File: src/rtl/timer_entry_buffer_if.sv
`default_nettype none
// ============================================================================
//  Module      : timer_entry_buffer_if
//  Description : Keypad / counter-chain signal bundle for timer_entry_buffer.
//                The slave modport is the buffer's own view of the bundle.
//                The master modport is the keypad and counter-chain view.
//  Revision    : 1.0  initial release
// ============================================================================
interface timer_entry_buffer_if;
    logic       key_valid;
    logic [3:0] key_code;
    logic       timer_zero;
    logic [3:0] min_tens;
    logic [3:0] min_units;
    logic [3:0] sec_tens;
    logic [3:0] sec_units;
    logic       load_o;
    logic       clear_o;
    logic       stop_o;
    logic [2:0] digit_count;
    logic       err;
    logic       done;

    modport master (
        output key_valid, key_code, timer_zero,
        input  min_tens, min_units, sec_tens, sec_units,
        input  load_o, clear_o, stop_o, digit_count, err, done
    );

    modport slave (
        input  key_valid, key_code, timer_zero,
        output min_tens, min_units, sec_tens, sec_units,
        output load_o, clear_o, stop_o, digit_count, err, done
    );
endinterface
`default_nettype wire

File: src/rtl/timer_entry_buffer.sv
`default_nettype none
// ============================================================================
//  Module      : timer_entry_buffer
//  Description : Collects BCD keypad digits into an MM:SS buffer using
//                microwave-style shift-left entry. START validates the
//                entry and loads the downstream BCD down-counter chain. The
//                block then runs the chain until it reads zero or CANCEL is
//                pressed.
//  Revision    : 1.0  initial release
// ============================================================================
module timer_entry_buffer #(
    parameter logic [3:0] MAX_SEC_TENS = 4'd5,
    parameter logic [3:0] START_CODE   = 4'hA,
    parameter logic [3:0] CANCEL_CODE  = 4'hB
) (
    input  logic                 clk,
    input  logic                 reset,
    timer_entry_buffer_if.slave  tmr_if
);

    typedef enum logic [1:0] {
        S_IDLE  = 2'd0,
        S_ENTRY = 2'd1,
        S_LOAD  = 2'd2,
        S_RUN   = 2'd3
    } state_t;

    state_t     state_q;
    logic [3:0] min_tens_q;
    logic [3:0] min_units_q;
    logic [3:0] sec_tens_q;
    logic [3:0] sec_units_q;
    logic [2:0] digit_count_q;
    logic       load_q;
    logic       clear_q;
    logic       stop_q;
    logic       err_q;
    logic       done_q;

    // Key decode. START and CANCEL are checked before the digit range, so a
    // command code placed inside 0..9 would still act as a command.
    logic w_key_start;
    logic w_key_cancel;
    logic w_key_digit;
    logic w_entry_bad;

    assign w_key_start  = tmr_if.key_valid && (tmr_if.key_code == START_CODE);
    assign w_key_cancel = tmr_if.key_valid && (tmr_if.key_code == CANCEL_CODE);
    assign w_key_digit  = tmr_if.key_valid && !w_key_start && !w_key_cancel
                          && (tmr_if.key_code <= 4'd9);

    // An all-zero time or a seconds-tens digit above the limit cannot be run.
    assign w_entry_bad  = (sec_tens_q > MAX_SEC_TENS) ||
                          ({min_tens_q, min_units_q, sec_tens_q, sec_units_q} == 16'h0000);

    // Entry/run state machine. It registers every output, and the pulses default low each cycle.
    always_ff @(posedge clk) begin
        if (reset) begin
            state_q       <= S_IDLE;
            min_tens_q    <= 4'd0;
            min_units_q   <= 4'd0;
            sec_tens_q    <= 4'd0;
            sec_units_q   <= 4'd0;
            digit_count_q <= 3'd0;
            load_q        <= 1'b0;
            clear_q       <= 1'b0;
            stop_q        <= 1'b1;
            err_q         <= 1'b0;
            done_q        <= 1'b0;
        end else begin
            load_q  <= 1'b0;
            clear_q <= 1'b0;
            err_q   <= 1'b0;
            done_q  <= 1'b0;
            case (state_q)
                S_IDLE: begin
                    // The buffer is already zero in IDLE, so a plain shift-in leaves 000d.
                    if (w_key_digit) begin
                        min_tens_q    <= min_units_q;
                        min_units_q   <= sec_tens_q;
                        sec_tens_q    <= sec_units_q;
                        sec_units_q   <= tmr_if.key_code;
                        digit_count_q <= 3'd1;
                        state_q       <= S_ENTRY;
                    end
                end
                S_ENTRY: begin
                    if (w_key_start) begin
                        if (w_entry_bad) begin
                            err_q <= 1'b1;
                        end else begin
                            load_q  <= 1'b1;
                            state_q <= S_LOAD;
                        end
                    end else if (w_key_cancel) begin
                        min_tens_q    <= 4'd0;
                        min_units_q   <= 4'd0;
                        sec_tens_q    <= 4'd0;
                        sec_units_q   <= 4'd0;
                        digit_count_q <= 3'd0;
                        state_q       <= S_IDLE;
                    end else if (w_key_digit && (digit_count_q < 3'd4)) begin
                        min_tens_q    <= min_units_q;
                        min_units_q   <= sec_tens_q;
                        sec_tens_q    <= sec_units_q;
                        sec_units_q   <= tmr_if.key_code;
                        digit_count_q <= digit_count_q + 3'd1;
                    end
                end
                S_LOAD: begin
                    // load_o is high this cycle. Counting starts on the next one.
                    stop_q  <= 1'b0;
                    state_q <= S_RUN;
                end
                S_RUN: begin
                    // CANCEL wins over timer_zero, so a cancelled run never reports done.
                    if (w_key_cancel || tmr_if.timer_zero) begin
                        stop_q        <= 1'b1;
                        clear_q       <= w_key_cancel;
                        done_q        <= !w_key_cancel;
                        min_tens_q    <= 4'd0;
                        min_units_q   <= 4'd0;
                        sec_tens_q    <= 4'd0;
                        sec_units_q   <= 4'd0;
                        digit_count_q <= 3'd0;
                        state_q       <= S_IDLE;
                    end
                end
                default: state_q <= S_IDLE;
            endcase
        end
    end

    assign tmr_if.min_tens    = min_tens_q;
    assign tmr_if.min_units   = min_units_q;
    assign tmr_if.sec_tens    = sec_tens_q;
    assign tmr_if.sec_units   = sec_units_q;
    assign tmr_if.digit_count = digit_count_q;
    assign tmr_if.load_o      = load_q;
    assign tmr_if.clear_o     = clear_q;
    assign tmr_if.stop_o      = stop_q;
    assign tmr_if.err         = err_q;
    assign tmr_if.done        = done_q;

endmodule
`default_nettype wire

File: src/flat_wrapper.sv
// flat-port wrapper written by rule: the top's interface ports become plain ports
module timer_entry_buffer_flat 
#(
    parameter logic [3:0] MAX_SEC_TENS = 4'd5,
    parameter logic [3:0] START_CODE   = 4'hA,
    parameter logic [3:0] CANCEL_CODE  = 4'hB
)
  (clk, reset, tmr_if_key_valid, tmr_if_key_code, tmr_if_timer_zero, tmr_if_min_tens, tmr_if_min_units, tmr_if_sec_tens, tmr_if_sec_units, tmr_if_load_o, tmr_if_clear_o, tmr_if_stop_o, tmr_if_digit_count, tmr_if_err, tmr_if_done);
  timer_entry_buffer_if tmr_if_i ();
  input  logic clk;
  input  logic reset;
  input wire logic [$bits(tmr_if_i.key_valid)-1:0] tmr_if_key_valid;
  input wire logic [$bits(tmr_if_i.key_code)-1:0] tmr_if_key_code;
  input wire logic [$bits(tmr_if_i.timer_zero)-1:0] tmr_if_timer_zero;
  output wire logic [$bits(tmr_if_i.min_tens)-1:0] tmr_if_min_tens;
  output wire logic [$bits(tmr_if_i.min_units)-1:0] tmr_if_min_units;
  output wire logic [$bits(tmr_if_i.sec_tens)-1:0] tmr_if_sec_tens;
  output wire logic [$bits(tmr_if_i.sec_units)-1:0] tmr_if_sec_units;
  output wire logic [$bits(tmr_if_i.load_o)-1:0] tmr_if_load_o;
  output wire logic [$bits(tmr_if_i.clear_o)-1:0] tmr_if_clear_o;
  output wire logic [$bits(tmr_if_i.stop_o)-1:0] tmr_if_stop_o;
  output wire logic [$bits(tmr_if_i.digit_count)-1:0] tmr_if_digit_count;
  output wire logic [$bits(tmr_if_i.err)-1:0] tmr_if_err;
  output wire logic [$bits(tmr_if_i.done)-1:0] tmr_if_done;
  assign tmr_if_i.key_valid = tmr_if_key_valid;
  assign tmr_if_i.key_code = tmr_if_key_code;
  assign tmr_if_i.timer_zero = tmr_if_timer_zero;
  assign tmr_if_min_tens = tmr_if_i.min_tens;
  assign tmr_if_min_units = tmr_if_i.min_units;
  assign tmr_if_sec_tens = tmr_if_i.sec_tens;
  assign tmr_if_sec_units = tmr_if_i.sec_units;
  assign tmr_if_load_o = tmr_if_i.load_o;
  assign tmr_if_clear_o = tmr_if_i.clear_o;
  assign tmr_if_stop_o = tmr_if_i.stop_o;
  assign tmr_if_digit_count = tmr_if_i.digit_count;
  assign tmr_if_err = tmr_if_i.err;
  assign tmr_if_done = tmr_if_i.done;
  timer_entry_buffer #(.MAX_SEC_TENS(MAX_SEC_TENS), .START_CODE(START_CODE), .CANCEL_CODE(CANCEL_CODE)) u_core (.clk(clk), .reset(reset), .tmr_if(tmr_if_i));
endmodule
File: config.mk
export PLATFORM = sky130hd
export DESIGN_NAME = timer_entry_buffer_flat
export DESIGN_NICKNAME = d
export VERILOG_FILES = /design/src/rtl/timer_entry_buffer_if.sv /design/src/rtl/timer_entry_buffer.sv /design/src/flat_wrapper.sv
export SDC_FILE = /design/constraint.sdc
export NUM_CORES = 1
export LEC_CHECK = 0
export BUFFER_PORTS_ARGS = -buffer_cell sky130_fd_sc_hd__buf_2
export CORE_MARGIN = 8
export CORE_UTILIZATION = 50
export CTS_BUF_LIST = sky130_fd_sc_hd__clkbuf_2 sky130_fd_sc_hd__clkbuf_4 sky130_fd_sc_hd__clkbuf_8
export CTS_CLUSTER_DIAMETER = 100
export DETAILED_ROUTE_END_ITERATION = 7
export PLACE_DENSITY = 0.86
export SLEW_MARGIN = 20
export SYNTH_ARGS = -nofsm -noshare
export SYNTH_HDL_FRONTEND = slang
export SYNTH_SLANG_ARGS = --single-unit
File: constraint.sdc
create_clock -name clk -period 2.35 [get_ports clk]
set_clock_uncertainty 0.2 [all_clocks]
set_input_delay 0.1175 -clock clk [delete_from_list [all_inputs] [get_ports clk]]
set_output_delay 0.1175 -clock clk [all_outputs]
set_load 0.02 [all_outputs]
# == After elaboration in Yosys (flattened, before gate mapping) ==
# Cells that the tools add are included.
# W data, S select, Z words.
# classes
n_addsub,1
magnitude_cmp,3
eq_ne,11
muxes,37
n_bitwise,4
n_reduce_logical,19
# op_table
cell,n
$mux W4,17
$pmux W4 S3,4
$logic_not A16 Y1,1
$mux W3,5
$mux W2,5
$pmux W3 S3,1
$eq A4 B4 Y1 const B,2
$pmux W2 S4,1
$logic_and A1 B1 Y1,6
$ne A3 B1 Y1 const B,2
$reduce_or A3 Y1,2
$reduce_and A5 Y1,1
$eq A2 B2 Y1 const B,2
$gt A4 B3 Y1 const B,1
$le A4 B4 Y1 const B,1
$ne A2 B1 Y1 const B,2
$not A1 Y1,4
$reduce_and A4 Y1,1
$add A3 B1 Y3 const B,1
$lt A3 B3 Y1 const B,1
$mux W1,3
$ne A3 B3 Y1 const B,1
$reduce_bool A3 Y1,1
$eq A2 B1 Y1 const B,1
other kinds (7),9
# totals
register_bits,26
in_bits,8
out_inout_bits,24
wordCells,86

# == Longest topological paths before layout ==
# Gate-level depths: netlist of the first run.
# depth
word_depth,11
depth_mapped,6
mapped_depth_nobuf,4

# == Least setup slack after synthesis of the first run ==
# OpenSTA, ideal clock, no wires.
# synth_timing
path_type,reg-to-reg
startpoint,reg u_core.state_q[0]
endpoint,"reg u_core.min_units_q[2], in the netlist u_core.tmr_if.min_units[2]"
arrival_ns,1.369
t_required_ns,2.078
slack_ns,0.709
path_stages_with_launch,7
period_less_slack_ns,1.641
cell_sequence,dfxtp_1 clkbuf_1 a32o_1 a31o_1 buf_6 buf_6 mux2i_1
# synth_between
elab_chain_len,3
elab_cells_between_ends,10
classes_between,eq/ne (6); mux (1); reduce/logical (3)
# synth_lines
item,line_no,rtl
start: declaration,timer_entry_buffer.sv:28,state_t state_q;
start signal: assignment,timer_entry_buffer.sv:59,state_q <= S_IDLE;
start signal: assignment,timer_entry_buffer.sv:84,state_q <= S_ENTRY;
start signal: assignment,timer_entry_buffer.sv:93,state_q <= S_LOAD;
$eq A2 B1 Y1 (tied with other cells),timer_entry_buffer.sv:75,case (state_q)
$ne A3 B1 Y1 (no source line) (tied with other cells),--,
$reduce_and A5 Y1 (no source line),--,
end signal: assignment,timer_entry_buffer.sv:80,min_units_q <= sec_tens_q;
end signal: assignment,timer_entry_buffer.sv:104,min_units_q <= sec_tens_q;
end: declaration,timer_entry_buffer.sv:30,logic [3:0] min_units_q;
# Several ways; a longest one is shown, not always the timed one.
# A chain may end at the register's enable or synchronous reset.

# == Worst setup path after layout of the first run ==
# layout_timing
startpoint,in tmr_if_key_code[2]
endpoint,"reg u_core.sec_units_q[3], in the netlist u_core.tmr_if.sec_units[3]"
# layout_between
elab_chain_len,9
elab_cells_between_ends,20
classes_between,order compare (1); eq/ne (6); mux (3); reduce/logical (10)
# layout_lines
item,line_no,rtl
start: declaration,flat_wrapper.sv:13,input wire logic [$bits(tmr_if_i.key_code)-1:0] tmr_if_key_code;
$eq A4 B4 Y1,timer_entry_buffer.sv:47,assign w_key_start = tmr_if.key_valid && (tmr_if.key_code == START_CODE);
$logic_and A1 B1 Y1,timer_entry_buffer.sv:47,
$logic_not A1 Y1,timer_entry_buffer.sv:49,assign w_key_digit = tmr_if.key_valid && !w_key_start && !w_key_cancel
$logic_and A1 B1 Y1 (2 in a row),timer_entry_buffer.sv:49,
$logic_and A1 B1 Y1,timer_entry_buffer.sv:50,&& (tmr_if.key_code <= 4'd9);
$logic_and A1 B1 Y1,timer_entry_buffer.sv:102,end else if (w_key_digit && (digit_count_q < 3'd4)) begin
$ne A3 B1 Y1 (no source line),--,
$reduce_and A5 Y1 (no source line),--,
end signal: assignment,timer_entry_buffer.sv:82,sec_units_q <= tmr_if.key_code;
end signal: assignment,timer_entry_buffer.sv:106,sec_units_q <= tmr_if.key_code;
end: declaration,timer_entry_buffer.sv:32,logic [3:0] sec_units_q;
# Several ways; a longest one is shown, not always the timed one. The select of a mux whose other input is x is not followed.

==> results of run 1 <==
[per-layer routing]
layer  wire [um]  vias to the layer above  track usage [%]
li1            -                      513                -
met1        1190                      485             14.1
met2        1280                       35             21.2
met3         201                        2             3.61
met4          14                        0             3.81
met5           0                        -                0
[cells in the mapped netlist]
master	n	area share [%]
a21oi_1	4	1.7
ha_1	1	1.1
a32o_1	1	0.84
and2_1	2	1.1
buf_6	2	1.9
a211oi_1	1	0.63
nor4_1	3	1.6
nor2b_1	1	0.53
nand4_1	1	0.53
a311oi_2	1	1.3
nand2_1	21	6.6
nand2b_1	19	10
and4b_4	1	1.2
o2bb2ai_1	1	0.74
nor4b_1	1	0.74
clkbuf_1	4	1.3
nand3b_1	2	1.3
nor3_1	2	0.84
a31o_1	1	0.74
mux2i_1	19	16
o21ai_0	3	1.3
nor3b_1	2	1.3
nand3_1	2	0.84
dfxtp_1	26	44
buf_2	1	0.42
nor2_1	3	0.95
or3_1	1	0.53
o21a_1	1	0.63
[layout make-up]
| class | instances | share of cell area, % |
|---|---|---|
| timing repair buffer | 39 | 15.9 |
| multi-input combinational | 94 | 43.3 |
| clock buffer | 4 | 2.50 |
| sequential | 26 | 35.9 |
| tap | 28 | 2.42 |
[placed cells by master (no fill, tap or decap), drive strengths merged]
cell,n
buf,33
dfxtp,26
nand2,21
nand2b,19
mux2i,19
dlygate4sd3,6
a21oi,4
clkbuf,4
o21ai,3
nor2,3
nor4,3
and2,2
nor3b,2
nand3,2
nand3b,2
nor3,2
and4b,1
a311oi,1
a32o,1
a31o,1
or3,1
nand4,1
nor4b,1
nor2b,1
o2bb2ai,1
a211oi,1
o21a,1
ha,1
[registers in the layout, indices dropped and copies added, names as in the netlist, 3 cells and up, named ones only]
| name | cells |
|---|---|
| u_core.tmr_if.sec_units | 4 |
| u_core.tmr_if.min_units | 4 |
| u_core.tmr_if.sec_tens | 4 |
| u_core.tmr_if.digit_count | 3 |
| u_core.tmr_if.min_tens | 4 |
[through the flow]
step | std cells | power [mW] | worst slack [ns] | instance area [um2] | hold slack, ns
after CTS | 191 | 0.796 | 0.409 | 1450 | 0.0765
after floorplan | 127 | 0.548 | 0.709 | 1190 | 0.0596
final | 191 | 0.792 | 0.401 | 1450 | 0.0956
after global routing | 191 | 0.831 | 0.309 | 1450 | 0.105
after global placement | 181 | 0.574 | 0.655 | 1350 | 0.195
after detailed placement | 181 | 0.577 | 0.552 | 1350 | 0.214
[cell families after synthesis]
group | Yosys count | share of synthesized area, %
compound gates | 13 | 7.78
fa+ha+maj | 1 | 1.05
buf+inv | 7 | 3.57
flops | 26 | 43.7
mux | 19 | 16.0
simple gates | 61 | 27.9
[power breakdown]
| part | switching (mW) | internal, mW | total, mW |
|---|---|---|---|
| clock | 0.123 | 0.0944 | 0.217 |
| sequential | 0.0136 | 0.452 | 0.465 |
| combinational | 0.0608 | 0.0492 | 0.110 |
[how the worst max path moves through the flow]
stage | to | cells past startpoint | from
3_5_place_dp | u_core.tmr_if.digit_count[0] | 5 | u_core.state_q[0]
3_3_place_gp | u_core.tmr_if.min_units[3] | 5 | u_core.state_q[0]
5_1_grt | u_core.tmr_if.digit_count[0] | 7 | tmr_if_key_code[2]
2_1_floorplan | u_core.tmr_if.min_units[2] | 6 | u_core.state_q[0]
4_1_cts | u_core.tmr_if.sec_units[3] | 7 | tmr_if_key_code[2]
6_report | u_core.tmr_if.sec_units[3] | 7 | tmr_if_key_code[2]
==> results_dict.tcl, run 1 <==
set metrics [dict create \
    num-nets-final 173 \
    grt_max_degree 30 \
    critPathRequiredTime_ns 2.39 \
    critPathLaunchType "input pin" \
    multiInputGateArea_um2 627 \
    status "finished, final reports clean" \
    portBuffers 31 \
    cp_data_arrival_time_ns 1.99 \
    timing.rr.start "u_core.state_q[0]" \
    fin_crit_sh_pct 83.0 \
    ys_seq_elements 26 \
    slew_headroom_pct 72.8 \
    reg2regPathDepth 5 \
    clock_latency_ns 0.31 \
    slew_violations 0 \
    die_x_um 64.8 \
    ctsHoldBuffers 6 \
    power.density_nw_per_um2 547 \
    die_y_um 64.8 \
    first_iter_violations 29 \
    path_buf_inv 3 \
    yosysWarnings 0 \
    crit_slowest_cell "dlygate4sd3_1" \
    r2r-end "u_core.tmr_if.sec_units[3]" \
    crit_type "input pin to flip-flop" \
    final-seq-area_um2 520 \
    num_vias 1035 \
    drive_above_1_share_pct 23.9 \
    post_drt_via_cell_ratio 5.42 \
    gp_congestion 0.780 \
    grt_first_pass_wirelength_mm 4.35 \
    drtAntennaViolNets 0 \
    drv_cap 0 \
    setup_viol 0 \
    ff2ff_setup_slack_ns 0.52 \
    areaGrowthSynthToFinish_pct 21.8 \
    syn_inst 127 \
    track_usage_pct 12.2 \
    irDropWorstVdd_uv 302 \
    cp_max_fo 19 \
    path_clk_slew_ns 0.14 \
    postSynthAreaPerCell_um2 9.37 \
    leakage_nw 0.614 \
    hold_path.class "input pin to flip-flop" \
    wire_per_inst_um 14.1 \
    gr-total-overflow 0 \
    numCtsBuffers 3 \
    dieArea_um2 4200 \
    setup_tns_ns 0 \
    num_rows 17 \
    grt_antenna_before_repair 0 \
    cts_setup_buffers 0 \
    grt_pass1_vias 1002 \
    dr.pass1.iters 4 \
    min_period_ns 1.95 \
    rsz0062_at_grt "no" \
    min_from "reset" \
    n_antenna_cell 0 \
    whs_endpoint "u_core.tmr_if.done" \
    worst_pin_slew_ns 0.408 \
    cts.sinks 26 \
    io_pins 32 \
    fmax_mhz 513 \
    finalWirelength_mm 2.69 \
    nFillCells 196 \
    synth_seq_area_share_pct 43.7 \
    core_region_area_um2 2230 \
    synthesis.nets 136 \
    final_hold_viol_count 0 \
    cts_root_buffer "clkbuf_4" \
    ys_types 28 \
    cts_tree "yes" \
    clock_path_buffers 2 \
    crit_chain "dlygate4sd3_1, buf_2, and4b_4, a32o_1, a31o_1, buf_4, mux2i_1" \
    htree_num_levels 1 \
    initial_core_util_pct 53.3 \
    max_stage_delay_ns 0.53 \
    hpwl_mm 1.97 \
    final_util_pct 64.9 \
    hold_depth 2 \
    syn_area_um2 1190 \
    cp_top_family "buffers and inverters" \
    remaining_drc_errors 0 \
    postCtsResizedCells 0 \
    end_kind "flip-flop" \
]
No activity file was read; power rests on OpenSTA's default activity.
==> run 2: changes to the inputs <==
--- a/config.mk
+++ b/config.mk
@@ -5,13 +5,14 @@
 export SDC_FILE = /design/constraint.sdc
 export NUM_CORES = 1
 export LEC_CHECK = 0
+export ABC_AREA = 1
 export BUFFER_PORTS_ARGS = -buffer_cell sky130_fd_sc_hd__buf_2
 export CORE_MARGIN = 8
 export CORE_UTILIZATION = 50
 export CTS_BUF_LIST = sky130_fd_sc_hd__clkbuf_2 sky130_fd_sc_hd__clkbuf_4 sky130_fd_sc_hd__clkbuf_8
 export CTS_CLUSTER_DIAMETER = 100
 export DETAILED_ROUTE_END_ITERATION = 7
-export PLACE_DENSITY = 0.86
+export PLACE_DENSITY = 0.84
 export SLEW_MARGIN = 20
 export SYNTH_ARGS = -nofsm -noshare
 export SYNTH_HDL_FRONTEND = slang
==> constraint.sdc (replaced) <==
create_clock -name clk -period 1.8 [get_ports clk]
set_clock_uncertainty 0.2 [all_clocks]
set_input_delay 0.09 -clock clk [delete_from_list [all_inputs] [get_ports clk]]
set_output_delay 0.09 -clock clk [all_outputs]
set_load 0.02 [all_outputs]
==> results_dict.tcl, run 2 <==
set metrics [dict create \
    status "finished, final reports clean" \
    yosysTopAreaCell "dfxtp_1" \
    track_usage_pct 13.3 \
    core_region_area_um2 2660 \
    power.total_mw 1.51 \
    num_vias 1281 \
    min_from "u_core.tmr_if.stop_o" \
    num_rows 19 \
    drv_cap 0 \
    timing.rr.start "u_core.state_q[0]" \
    yosysWarnings 0 \
    cts_tree "yes" \
    drive_above_1_share_pct 23.9 \
    hold_slack_ns 0.289 \
    gr-total-overflow 0 \
    path_clk_slew_ns 0.15 \
    htree_num_levels 1 \
    synth.most_common_cell "nand2_1" \
    switching_share_pct 33.5 \
    first_iter_violations 24 \
    synth_seq_area_share_pct 38.4 \
    slew_violations 0 \
    num-nets-final 248 \
    ff2ff_setup_slack_ns 0.10 \
    synthTopCellsByArea "dfxtp_1 38%, nand2_1 19%, nor2_1 13%, inv_1 4.2%, buf_6 3.3%" \
    dr.pass1.iters 4 \
    synthTopCellsByCount "70 x nand2_1, 46 x nor2_1, 26 x dfxtp_1" \
    setup_tns_ns 0 \
    end_kind "flip-flop" \
    synthesis.nets 209 \
    cp_max_fo 17 \
    die_x_um 68.0 \
    final_cell_count_no_fill 269 \
    min_period_ns 1.75 \
    drtAntennaViolNets 0 \
    cp_data_arrival_time_ns 1.80 \
    finalWirelength_mm 3.09 \
    final_common_cell "nand2_1" \
    cts.sinks 26 \
    ys_seq_elements 26 \
    rsz0062_at_grt "no" \
    crit_type "input pin to flip-flop" \
    cts_setup_buffers 0 \
    initial_core_util_pct 50.8 \
    clock_power_share_pct 26.7 \
    setup_viol 0 \
    dp.cells 257 \
    remaining_drc_errors 0 \
    gp_congestion 0.840 \
    postSynthAreaPerCell_um2 6.77 \
    finalInstanceArea_um2 1630 \
    critPathLaunchType "input pin" \
    grt_max_degree 35 \
    hold_depth 2 \
    synth_top_flop_cell "dfxtp_1" \
    syn_area_um2 1350 \
    synth_top_area_share_pct 38.4 \
    timing.final.ws_setup_ns 0.0496 \
    grt_first_pass_wirelength_mm 4.92 \
    crit_start "tmr_if_key_code[3]" \
    areaGrowthSynthToFinish_pct 20.7 \
    irDropWorstVdd_uv 559 \
    dpl_cell_area_um2 1500 \
    r2r-end "u_core.tmr_if.sec_tens[1]" \
    leakage_nw 0.871 \
    final_hold_viol_count 0 \
    clock_path_buffers 2 \
    clock_latency_ns 0.33 \
    async_reset_ff_share_pct 0 \
    power_frac_comb_pct 28.0 \
    hold_path.class "flip-flop to flip-flop" \
    portBuffers 31 \
    wire_per_inst_um 11.5 \
    ys_types 21 \
    reg2regPathDepth 7 \
    grt_antenna_before_repair 0 \
    intPower_mw 1.00 \
    syn_inst 200 \
    dieArea_um2 4630 \
    n_antenna_cell 0 \
    worst_pin_slew_ns 0.396 \
    nFillCells 253 \
    die_y_um 68.0 \
    fmax_mhz 571 \
    fin_crit_sh_pct 97.2 \
    slew_headroom_pct 73.6 \
    power.density_nw_per_um2 922 \
    cts_root_buffer "clkbuf_4" \
    p_switching_mw 0.505 \
    mostFrequentLayoutCells "70 x nand2_1, 46 x nor2_1, 31 x buf_2" \
    final_util_pct 61.4 \
    grt_pass1_vias 1155 \
    whs_endpoint "u_core.tmr_if.stop_o" \
    numCtsBuffers 3 \
    synth-edff-count 0 \
    io_pins 32 \
    p_seq_share_pct 45.3 \
    post_drt_via_cell_ratio 4.76 \
    hpwl_mm 2.14 \
    post-place-ws_ns 0.120 \
    critPathRequiredTime_ns 1.85 \
]
==> run 2: cell count changes in the layout (fill, tap and decap cells not counted), sizes merged, moves of 7 or more <==
cell    previous run  this run
inv                0        17
nor2               3        55
nand3              2         9
nand2b            19         0
mux2i             19         0
nand2             21        76
==> run 2: timing repair <==
action / CTS / global route
setup endpoints to repair: 0 / 17
endpoints found under the hold margin: 12 / 0
hold buffers: 7 / 0
gates resized for setup: 0 / 0
==> run 2: power groups by stage <==
stage,combinational (mW),sequential (mW),clock (mW)
final,0.421,0.683,0.403
after global routing,0.469,0.690,0.438
after CTS,0.415,0.681,0.413
after detailed placement,0.400,0.694,0
after global placement,0.395,0.693,0
after floorplan,0.261,0.746,0
==> run 2: how the worst max path moves through the flow <==
stage	cells past startpoint	slack (ns)	end
CTS	11	0.06	u_core.tmr_if.sec_tens[3]
global placement	7	0.15	u_core.tmr_if.min_tens[3]
finish	11	0.05	u_core.tmr_if.sec_tens[1]
floorplan	8	0.34	u_core.tmr_if.min_tens[0]
detailed placement	7	0.12	u_core.tmr_if.min_units[3]
global route	6	0.008	u_core.tmr_if.min_units[2]
==> run 2: cells by family after synthesis <==
kind of cell	share of synthesized area, %
xor gates and xnor gates	0.647
adders and majority gates	0.924
AOI/OAI and AO/OA	2.22
DFF	38.4
and+or+nand+nor	49.0
buffers and inverters	8.78
==> run 2: metal layers <==
layer  up-vias  GRT usage [%]  wire length, um
met5         -              0                0
met4         0           6.65               72
met3         6           1.15               99
met2        22           21.9             1470
met1       572           16.9             1450
li1        681              -                -
==> run 2: area by class of cell <==
cell class              count  area, um2  share of cell area [%]
clock buffers               3       22.5                    1.38
clock inverters             1       30.0                    1.84
inverters                  17       63.8                    3.91
multi-input cells         152        726                    44.4
flip-flops and latches     26        520                    31.9
well taps                  31       38.8                    2.37
repair buffers             39        233                    14.2
==> run 2: critical path, stage by stage <==
cell           delay [ns]
dlygate4sd3_1        0.52
buf_2                0.14
nand2_2              0.09
nor2_4               0.11
nand2_4              0.10
nand3_2              0.11
nand2_4              0.09
nor2_4               0.36
nand2_1              0.09
nand2_1              0.07
nor2_1               0.03
